$ cat src/rtl/aes_pkg.sv
// ----------------------------------------------------------------------------
// aes_pkg
//   Constants shared by the AES datapath stages.
//   - IDLE / SUB / DONE : state encoding for the serial byte-substitution FSMs
//   - AES_BLOCK_W       : width of one AES state in bits
//   - AES_BYTES         : number of bytes in one AES state
// ----------------------------------------------------------------------------
package aes_pkg;

    localparam logic [1:0] IDLE = 2'b00;
    localparam logic [1:0] SUB  = 2'b01;
    localparam logic [1:0] DONE = 2'b10;

    localparam int AES_BLOCK_W = 128;
    localparam int AES_BYTES   = 16;

endpackage

$ cat src/rtl/inv_sbox_lut.sv
// ----------------------------------------------------------------------------
// inv_sbox_lut
//   Purely combinational AES inverse S-box (FIPS-197 InvSbox).
//   Total over 00..ff, e.g. InvSbox(00)=52, (63)=00, (7c)=01, (16)=ff, (ff)=7d.
// Ports
//   a  in  8  byte to substitute
//   y  out 8  InvSbox(a)
// ----------------------------------------------------------------------------
module inv_sbox_lut (
    input  logic [7:0] a,
    output logic [7:0] y
);

    localparam logic [7:0] INV_SBOX [256] = '{
        8'h52, 8'h09, 8'h6a, 8'hd5, 8'h30, 8'h36, 8'ha5, 8'h38, 8'hbf, 8'h40, 8'ha3, 8'h9e, 8'h81, 8'hf3, 8'hd7, 8'hfb,
        8'h7c, 8'he3, 8'h39, 8'h82, 8'h9b, 8'h2f, 8'hff, 8'h87, 8'h34, 8'h8e, 8'h43, 8'h44, 8'hc4, 8'hde, 8'he9, 8'hcb,
        8'h54, 8'h7b, 8'h94, 8'h32, 8'ha6, 8'hc2, 8'h23, 8'h3d, 8'hee, 8'h4c, 8'h95, 8'h0b, 8'h42, 8'hfa, 8'hc3, 8'h4e,
        8'h08, 8'h2e, 8'ha1, 8'h66, 8'h28, 8'hd9, 8'h24, 8'hb2, 8'h76, 8'h5b, 8'ha2, 8'h49, 8'h6d, 8'h8b, 8'hd1, 8'h25,
        8'h72, 8'hf8, 8'hf6, 8'h64, 8'h86, 8'h68, 8'h98, 8'h16, 8'hd4, 8'ha4, 8'h5c, 8'hcc, 8'h5d, 8'h65, 8'hb6, 8'h92,
        8'h6c, 8'h70, 8'h48, 8'h50, 8'hfd, 8'hed, 8'hb9, 8'hda, 8'h5e, 8'h15, 8'h46, 8'h57, 8'ha7, 8'h8d, 8'h9d, 8'h84,
        8'h90, 8'hd8, 8'hab, 8'h00, 8'h8c, 8'hbc, 8'hd3, 8'h0a, 8'hf7, 8'he4, 8'h58, 8'h05, 8'hb8, 8'hb3, 8'h45, 8'h06,
        8'hd0, 8'h2c, 8'h1e, 8'h8f, 8'hca, 8'h3f, 8'h0f, 8'h02, 8'hc1, 8'haf, 8'hbd, 8'h03, 8'h01, 8'h13, 8'h8a, 8'h6b,
        8'h3a, 8'h91, 8'h11, 8'h41, 8'h4f, 8'h67, 8'hdc, 8'hea, 8'h97, 8'hf2, 8'hcf, 8'hce, 8'hf0, 8'hb4, 8'he6, 8'h73,
        8'h96, 8'hac, 8'h74, 8'h22, 8'he7, 8'had, 8'h35, 8'h85, 8'he2, 8'hf9, 8'h37, 8'he8, 8'h1c, 8'h75, 8'hdf, 8'h6e,
        8'h47, 8'hf1, 8'h1a, 8'h71, 8'h1d, 8'h29, 8'hc5, 8'h89, 8'h6f, 8'hb7, 8'h62, 8'h0e, 8'haa, 8'h18, 8'hbe, 8'h1b,
        8'hfc, 8'h56, 8'h3e, 8'h4b, 8'hc6, 8'hd2, 8'h79, 8'h20, 8'h9a, 8'hdb, 8'hc0, 8'hfe, 8'h78, 8'hcd, 8'h5a, 8'hf4,
        8'h1f, 8'hdd, 8'ha8, 8'h33, 8'h88, 8'h07, 8'hc7, 8'h31, 8'hb1, 8'h12, 8'h10, 8'h59, 8'h27, 8'h80, 8'hec, 8'h5f,
        8'h60, 8'h51, 8'h7f, 8'ha9, 8'h19, 8'hb5, 8'h4a, 8'h0d, 8'h2d, 8'he5, 8'h7a, 8'h9f, 8'h93, 8'hc9, 8'h9c, 8'hef,
        8'ha0, 8'he0, 8'h3b, 8'h4d, 8'hae, 8'h2a, 8'hf5, 8'hb0, 8'hc8, 8'heb, 8'hbb, 8'h3c, 8'h83, 8'h53, 8'h99, 8'h61,
        8'h17, 8'h2b, 8'h04, 8'h7e, 8'hba, 8'h77, 8'hd6, 8'h26, 8'he1, 8'h69, 8'h14, 8'h63, 8'h55, 8'h21, 8'h0c, 8'h7d
    };

    assign y = INV_SBOX[a];

endmodule

$ cat src/rtl/inv_sbox_serial.sv
// ----------------------------------------------------------------------------
// inv_sbox_serial
//   AES InvSubBytes on a 128-bit state, BYTES_PER_CYCLE inverse S-box lookups
//   per clock. One block in flight; valid/ready on both sides.
// Parameters
//   BYTES_PER_CYCLE  lookups per SUB cycle (1, 2, 4, 8 or 16)
// Ports
//   clk        in   1    rising-edge clock
//   rst        in   1    synchronous active-high reset
//   in_valid   in   1    s_in carries a block
//   in_ready   out  1    block accepted when in_valid & in_ready
//   s_in       in   128  input state, byte i = s_in[8i+7:8i]
//   out_valid  out  1    s_o holds a finished block
//   out_ready  in   1    consumer takes s_o when out_valid & out_ready
//   s_o        out  128  InvSubBytes(s_in), same byte order
// ----------------------------------------------------------------------------
module inv_sbox_serial
    import aes_pkg::*;
#(
    parameter int BYTES_PER_CYCLE = 1
) (
    input  logic         clk,
    input  logic         rst,
    input  logic         in_valid,
    output logic         in_ready,
    input  logic [127:0] s_in,
    output logic         out_valid,
    input  logic         out_ready,
    output logic [127:0] s_o
);

    localparam int NCYC  = AES_BYTES / BYTES_PER_CYCLE;
    localparam int CNT_W = $clog2(NCYC) + 1;
    localparam int SUB_W = 8 * BYTES_PER_CYCLE;
    localparam logic [CNT_W-1:0] LAST = CNT_W'(NCYC - 1);

    logic [1:0]             state;
    logic [CNT_W-1:0]       cnt;
    logic [AES_BLOCK_W-1:0] work;
    logic [AES_BLOCK_W-1:0] acc;
    logic [AES_BLOCK_W-1:0] acc_nxt;
    logic [SUB_W-1:0]       sub;
    logic                   accept;

    // Lookups always operate on the low bytes of work; work is shifted down
    // each SUB cycle so every byte passes through these lanes exactly once.
    for (genvar g = 0; g < BYTES_PER_CYCLE; g++) begin : g_lut
        inv_sbox_lut u_lut (
            .a (work[8*g +: 8]),
            .y (sub[8*g +: 8])
        );
    end

    // Results enter at the top of acc and move down, so after NCYC shifts the
    // byte taken from lane position i ends up at byte i again. Written as a
    // shift of the concatenation so BYTES_PER_CYCLE=16 needs no special case.
    assign acc_nxt = AES_BLOCK_W'({sub, acc} >> SUB_W);

    // Ready is suppressed during reset so nothing is accepted on that edge.
    assign in_ready = ~rst & ((state == IDLE) | ((state == DONE) & out_ready));
    assign accept   = in_valid & in_ready;

    always_ff @(posedge clk) begin
        if (rst) begin
            state     <= IDLE;
            cnt       <= '0;
            work      <= '0;
            acc       <= '0;
            s_o       <= '0;
            out_valid <= 1'b0;
        end else begin
            case (state)
                IDLE: begin
                    if (accept) begin
                        work  <= s_in;
                        cnt   <= '0;
                        state <= SUB;
                    end
                end
                SUB: begin
                    work <= work >> SUB_W;
                    acc  <= acc_nxt;
                    cnt  <= cnt + CNT_W'(1);
                    if (cnt == LAST) begin
                        s_o       <= acc_nxt;
                        out_valid <= 1'b1;
                        state     <= DONE;
                    end
                end
                DONE: begin
                    if (out_ready) begin
                        out_valid <= 1'b0;
                        if (in_valid) begin
                            work  <= s_in;
                            cnt   <= '0;
                            state <= SUB;
                        end else begin
                            state <= IDLE;
                        end
                    end
                end
                default: state <= IDLE;
            endcase
        end
    end

endmodule

$ cat config.mk
export PLATFORM = sky130hd
export DESIGN_NAME = inv_sbox_serial
export DESIGN_NICKNAME = d
export VERILOG_FILES = /design/src/rtl/aes_pkg.sv /design/src/rtl/inv_sbox_lut.sv /design/src/rtl/inv_sbox_serial.sv
export SDC_FILE = /design/constraint.sdc
export NUM_CORES = 1
export LEC_CHECK = 0
export ABC_AREA = 1
export CAP_MARGIN = 20
export CELL_PAD_IN_SITES_DETAIL_PLACEMENT = 0
export CELL_PAD_IN_SITES_GLOBAL_PLACEMENT = 1
export CORE_MARGIN = 8
export CORE_UTILIZATION = 27
export CTS_CLUSTER_SIZE = 30
export DETAILED_ROUTE_END_ITERATION = 12
export GPL_TIMING_DRIVEN = 0
export PLACE_DENSITY = 0.59
export SETUP_SLACK_MARGIN = 0.4
export SLEW_MARGIN = 10
export SYNTH_ARGS = -nofsm -noshare
export SYNTH_HDL_FRONTEND = slang
export SYNTH_HIERARCHICAL = 1
export SYNTH_SLANG_ARGS = --single-unit
export TNS_END_PERCENT = 5
$ cat constraint.sdc
create_clock -name clk -period 2.6 [get_ports clk]
set_input_delay 0.52 -clock clk [delete_from_list [all_inputs] [get_ports clk]]
set_output_delay 0.52 -clock clk [all_outputs]
set_load 0.01 [all_outputs]
==> reports/summary.txt, run 1 <==
Status: finished clean
CTS Buf Count: 45
Worst endpoint required time: 3060 ps
IO buf count: 260
Final Cycle Share: 91.7%
Syn Area/Cell: 6.48 um^2
# Max-Cap Violations: 0
First-pass GRT wire length: 122,000 um
Cell count after synthesis: 2,837
RSZ-0062 raised after global routing: true
Layout Nets: 3,328
Area leader, netlist: dfxtp_1
HP Class: flop to flop
Clock-pin slew on the worst setup and hold paths: 70 ps
Crit path to: acc[125]
Leak: 10.3 nW
Worst slack at placement: -1170 ps
R2r startpoint: work[1]
Drt total wl: 81,500 um
Max Freq: 420 MHz
FFs w/ async S/R, synth: 0%
Top-count cell post-synth: nand2_1
Pin count of the biggest net entering global routing: 17
Num rows: 95
Chip width: 277 um
Crit path kind: flop to flop
Distinct cells, synth: 27
Critical Path Start: work[1]
DIE AREA: 76,600 um^2
Slew Limit Fails: 0
Yosys warning count: 6
I/O Pins: 262
Number of DRC markers in iteration 0: 1,589
Global route overflow: 0
Crit path cell chain: clkinvlp_4 -> buf_12 -> ha_4 -> a21oi_1 -> nand2_1 -> nand3_1 -> nand3_2 -> nand3_2 -> nand2_4 -> o21ai_0 -> nor2_1
Final WS setup: 217 ps
Number of synthesized register bits: 384
Commonest cells in the synthesized netlist: 712 x nand2_1, 528 x nor2_1, 384 x dfxtp_1, 339 x nand3_1, 261 x o21ai_0
R2R setup slack: 220 ps
Die height: 277 um
Final Hold Viols: 0
Cell repeated most along the worst path: nand3_2
Fraction of layout instances using a drive strength above 1: 12.4%
Clock Path Buffers: 3
GP Congestion: 0.998
Core footprint: 67,300 um^2
Critical path's largest stage delay: 410 ps
Hold-fix buffer count after cts: 0
Worst r2r path cells: 11
Crit path max fanout: 5
Area grow syn2layout: 35.6%
Slew @ Worst Pin: 913 ps
Crit start category: flop
Vias in the first global route: 19,700
CTS root buf: clkbuf_16
CTS tree: done
Vias post-DR: 19,800
Synthesized Nets: 2,992
Clock latency on the worst-skew pair: 580 ps
DR pass1 iterations: 5
Initial antenna violation count: 1
Share of the synthesized area in the top cell type: 41.8%
GRT Util Overall: 20.4%
Avg Vias per Cell: 4.85
Cell area after synthesis: 18,400 um^2
Min cycle time layout: 2380 ps
Post-DRT Antenna Nets: 0
DR WL/cell: 20.0 um
Final setup violation count: 0
PD cells: 670 nW/um^2
Initial Util: 27.3%
Worst r2r dst: acc[125]
Seq/Total Area, Yosys: 41.8%
Top cells by area, synth: dfxtp_1 42%, nand2_1 15%, nor2_1 11%
Peak VDD IR: 0.384 mV
Max-slew headroom: 39.2%
Residual DRC: 0
H-tree Lvls: 2
Total clock sinks: 384
Dominant synthesized flop cell: dfxtp_1
Crit end category: flop
Number of synthesized flops with an enable pin: 0
Arrival time at the worst endpoint: 2840 ps
Final Util: 37.0%
Slowest cell on the critical path: a21oi_1
Post-Route Skew: 16.6 ps
TNS Setup: 0 ps
DP HPWL: 60,300 um
[power by group]
part	internal (mW)	switching (mW)	total (mW)	leakage, nW
Combinational	1.22	2.44	3.66	6.42
Sequential	6.23	0.202	6.43	3.14
Clock	3.99	2.60	6.59	0.750
Total	11.4	5.24	16.7	10.3
[worst max-delay path: cells and delay by family, from the launching register on]
family / cells / cell delay (ps)
AND/OR/NAND/NOR: 6 / 690
adder cells (fa/ha/maj): 1 / 180
flip-flops: 1 / 400
buffers and inverters: 2 / 410
AO/OA/AOI/OAI: 2 / 570
[worst min-delay path by stage]
stage                 start  endpoint  cells past startpoint
global route        s_o[93]   s_o[93]                      2
global placement     cnt[4]    cnt[4]                      2
detailed placement  s_o[50]   s_o[50]                      2
floorplan            cnt[4]    cnt[4]                      2
CTS                 s_o[50]   s_o[50]                      2
finish              s_o[93]   s_o[93]                      2
[metal layers]
metal,up-vias,part of all wire (%),track usage (%)
met5,-,0,0
met4,0,3.0,6.67
met3,134,6.7,4.60
met2,647,44,32.4
met1,9248,46,27.3
li1,9776,-,-
[per-stage QoR]
step | area, um^2 | power (mW) | hold WS (ps) | std cells
4_1_cts | 24400 | 16.6 | 460 | 4076
2_1_floorplan | 18400 | 8.37 | 440 | 2837
5_1_grt | 24900 | 17.5 | 471 | 4082
3_5_place_dp | 22100 | 9.64 | 451 | 3970
3_3_place_gp | 22100 | 9.68 | 453 | 3970
6_report | 24900 | 16.7 | 459 | 4082
[sequential cells by signal, indices dropped and copies added, names as in the netlist]
signal	flops
acc	120
cnt	5
s_o	128
work	128
out_valid	1
state	2
[layout make-up]
| cell class | count | area (um^2) |
|---|---|---|
| multi-input combinational | 2065 | 9940 |
| sequential | 384 | 7700 |
| clock buffer | 69 | 1360 |
| clock inverter | 13 | 174 |
| inverter | 175 | 684 |
| fill | 7329 | 42400 |
| antenna | 1 | 2.50 |
| buffer | 213 | 1030 |
| tap | 873 | 1090 |
| timing repair buffer | 289 | 2910 |
[repair_timing]
action | 4_1_cts | 5_1_grt
endpoints found under the setup margin | 120 | 123
setup buffers | 23 | 5
pin swaps | 35 | 57
resized for setup | 166 | 120
gates cloned | 1 | 0
[cell usage in the layout (no fill, tap or decap), types with 10 or more instances in the layout]
master,netlist,final
dfxtp_1,384,381
a21oi_2,2,10
o211ai_1,14,14
buf_4,14,29
nand3_1,339,286
nand2_4,0,21
ha_1,23,14
nand3_2,2,43
nand2_1,712,663
clkbuf_1,94,98
nor2_1,528,515
buf_2,88,89
buf_6,2,12
o21ai_1,3,10
o21ai_0,261,250
clkbuf_8,0,10
a21oi_1,156,145
nand3_4,0,12
clkbuf_16,0,47
nand2_2,7,30
inv_2,5,12
inv_1,168,154
clkdlybuf4s50_1,0,259
[cell families (layout without fill, tap and decap cells)]
logic type                 after synthesis  after routing  share of synthesized area, %
DFF                                    384            384                          41.8
AOI/OAI and AO/OA                      438            438                          12.2
and+or+nand+nor                       1604           1604                          35.5
buffers and inverters                  388            759                          8.91
other                                    0              1                             0
adders and majority gates               23             23                          1.57
Note: power is estimated with default switching activity, not from simulation.
==> run 2, diff against run 1 <==
--- a/config.mk
+++ b/config.mk
@@ -9,12 +9,12 @@
 export CAP_MARGIN = 20
 export CELL_PAD_IN_SITES_DETAIL_PLACEMENT = 0
 export CELL_PAD_IN_SITES_GLOBAL_PLACEMENT = 1
-export CORE_MARGIN = 8
+export CORE_MARGIN = 3
 export CORE_UTILIZATION = 27
 export CTS_CLUSTER_SIZE = 30
 export DETAILED_ROUTE_END_ITERATION = 12
 export GPL_TIMING_DRIVEN = 0
-export PLACE_DENSITY = 0.59
+export PLACE_DENSITY_LB_ADDON = 0.1
 export SETUP_SLACK_MARGIN = 0.4
 export SLEW_MARGIN = 10
 export SYNTH_ARGS = -nofsm -noshare
==> constraint.sdc (replaced) <==
create_clock -name clk -period 2.9 [get_ports clk]
set_input_delay 0.58 -clock clk [delete_from_list [all_inputs] [get_ports clk]]
set_output_delay 0.58 -clock clk [all_outputs]
set_load 0.01 [all_outputs]
==> run 2 against run 1 <==
Net effect: setup slack improved by 160 ps; clock-buffer cell count down 2; sequential power down 10%; sequential cell count stayed put; non-clock buffer count down 8; final cell count is 0.27% lower; worst hold slack better by 1.4 ps; wire length down 0.55%; first-iteration DRC count decreased by 26%; clock skew grew 25 ps; die area is 7.1% lower.
==> reports/summary.txt, run 2 (same netlist as run 1, synthesis figures left out) <==
Status: finished clean
Crit path max fanout: 10
Global route overflow: 0
First-pass GRT wire length: 121,000 um
R2r startpoint: work[4]
Max-slew headroom: 30.0%
Min cycle time layout: 2520 ps
Crit start category: flop
Post-Route Skew: 41.5 ps
Slowest cell on the critical path: clkbuf_1
Hold Crit Start: s_o[105]
Post-DRT Antenna Nets: 0
Final Hold Viols: 0
Vias post-DR: 19,600
Hold Path Sink: s_o[105]
IO buf count: 260
Seq pwr share: 40.1%
RSZ-0062 raised after global routing: true
Slew Limit Fails: 0
Area grow syn2layout: 30.9%
Net Sw Frac: 31.3%
Comb power frac: 21.1%
Clock-pin slew on the worst setup and hold paths: 60 ps
CTS Buf Count: 46
Grt met3 use: 5.01%
DP HPWL: 60,800 um
DR pass1 iterations: 6
Drt total wl: 81,000 um
Biggest regs: s_o x128, work x128, acc x120
Crit end category: flop
CTS tree: done
Avg Vias per Cell: 4.80
Final Util: 35.8%
Crit path cell chain: buf_2 -> inv_1 -> clkbuf_1 -> nand3_2 -> nand3_2 -> nand3_2 -> nand3_1 -> nand2_2 -> nand3_1 -> a21oi_1
DR WL/cell: 19.9 um
Worst slack at placement: -914 ps
P_int: 9.88 mW
R2R setup slack: 380 ps
# Max-Cap Violations: 0
Placed Cells: 3,970
Clock latency on the worst-skew pair: 580 ps
HP Class: flop to flop
Vias in the first global route: 19,500
Worst r2r dst: s_o[122]
Total clock sinks: 384
Worst endpoint required time: 3290 ps
Global routing usage on met1: 29.5%
Initial Util: 27.3%
Final Cycle Share: 87.0%
Pin count of the biggest net entering global routing: 17
Final WS setup: 376 ps
Grt met2 use: 36.2%
Most common cell after layout, fill and taps aside: nand2_1
Cell repeated most along the worst path: nand3_2
Critical path's largest stage delay: 750 ps
Leak: 10.0 nW
Fraction of layout instances using a drive strength above 1: 9.04%
Number of DRC markers in iteration 0: 1,170
Num rows: 95
Slew @ Worst Pin: 1050 ps
Finished Layout Cells: 4,071
Initial antenna violation count: 14
Chip width: 267 um
Clock Path Buffers: 3
Core footprint: 67,300 um^2
Crit path kind: flop to flop
DIE AREA: 71,200 um^2
Residual DRC: 0
GRT Util Overall: 22.4%
Peak VDD IR: 0.372 mV
I/O Pins: 262
Most frequent cells in the layout: 688 x nand2_1, 520 x nor2_1, 381 x dfxtp_1, 324 x nand3_1, 259 x clkdlybuf4s50_1
PD cells: 598 nW/um^2
Max Freq: 396 MHz
Worst r2r path cells: 10
Die height: 267 um
Min-Delay Path Depth: 2
Layout Nets: 3,321
GP Congestion: 0.973
Final setup violation count: 0
CTS root buf: clkbuf_16
H-tree Lvls: 2
Arrival time at the worst endpoint: 2920 ps
GRT busiest layer: met2
Clk network pwr share: 38.8%
Net Switching: 4.50 mW
==> run 2: cell types whose count changed in the layout (fill, tap and decap cells not counted), moves of 9 or more <==
cell     previous run  this run
nand3_1           286       324
nand3_2            43        16
nand2_1           663       688
nand2_4            21         7
nand3_4            12         1
a21oi_1           145       155
a21oi_2            10         1
==> run 2: per-layer routing <==
layer	part of all wire (%)	wire length, um	up-vias
met2	45	36300	532
met3	6.3	5130	154
met4	3.5	2850	20
met5	0.15	124	-
li1	-	-	9734
met1	45	36600	9118
==> run 2: layout make-up <==
type | instances | area (um^2)
Antenna cell | 2 | 5.00
Buffer | 213 | 988
Clock buffer | 67 | 1320
Clock inverter | 11 | 123
Fill cell | 7406 | 43200
Inverter | 175 | 671
Multi-Input combinational cell | 2065 | 9350
Sequential cell | 384 | 7700
Tap cell | 873 | 1090
Timing Repair Buffer | 281 | 2800
==> run 2: worst max-delay path: cells and delay by family (launching register included) <==
kind / cells / cell delay, ps
AOI/OAI and AO/OA: 1 / 90
buffers and inverters: 3 / 1050
DFF: 1 / 300
and+or+nand+nor: 6 / 890
==> run 2: power by group through the flow <==
stage	logic [mW]	clock network, mW	registers (mW)
after global routing	3.36	5.96	5.80
final	3.04	5.58	5.77
after global placement	2.85	0	5.89
after detailed placement	2.81	0	5.89
after floorplan	1.70	0	5.80
after CTS	2.95	5.76	5.77
==> run 2: worst max path at each step <==
| stage | cells past startpoint | start | slack, ps | endpoint |
|---|---|---|---|---|
| after floorplan | 12 | work[1] | 670 | s_o[120] |
| after global placement | 12 | work[0] | -990 | s_o[126] |
| after detailed placement | 14 | work[0] | -910 | s_o[122] |
| after CTS | 14 | work[0] | 340 | acc[127] |
| after global routing | 12 | work[0] | 290 | acc[126] |
| final | 10 | work[4] | 380 | s_o[122] |
==> run 2: timing repair <==
item | 4_1_cts | 5_1_grt
pin swaps | 3 | 8
setup buffers | 14 | 7
endpoints found under the setup margin | 107 | 24
gates resized for setup | 75 | 34
hold buffers | 0 | 0
endpoints found under the hold margin | 0 | 0
==> run 2: metrics by stage <==
step	TNS (ps)	cell area [um^2]	total power [mW]	hold slack [ps]
6_report	0	24100	14.4	460
3_5_place_dp	-12640	22100	8.70	455
5_1_grt	0	24000	15.1	471
4_1_cts	0	23900	14.5	464
3_3_place_gp	-13940	22100	8.74	450
2_1_floorplan	0	18400	7.50	440
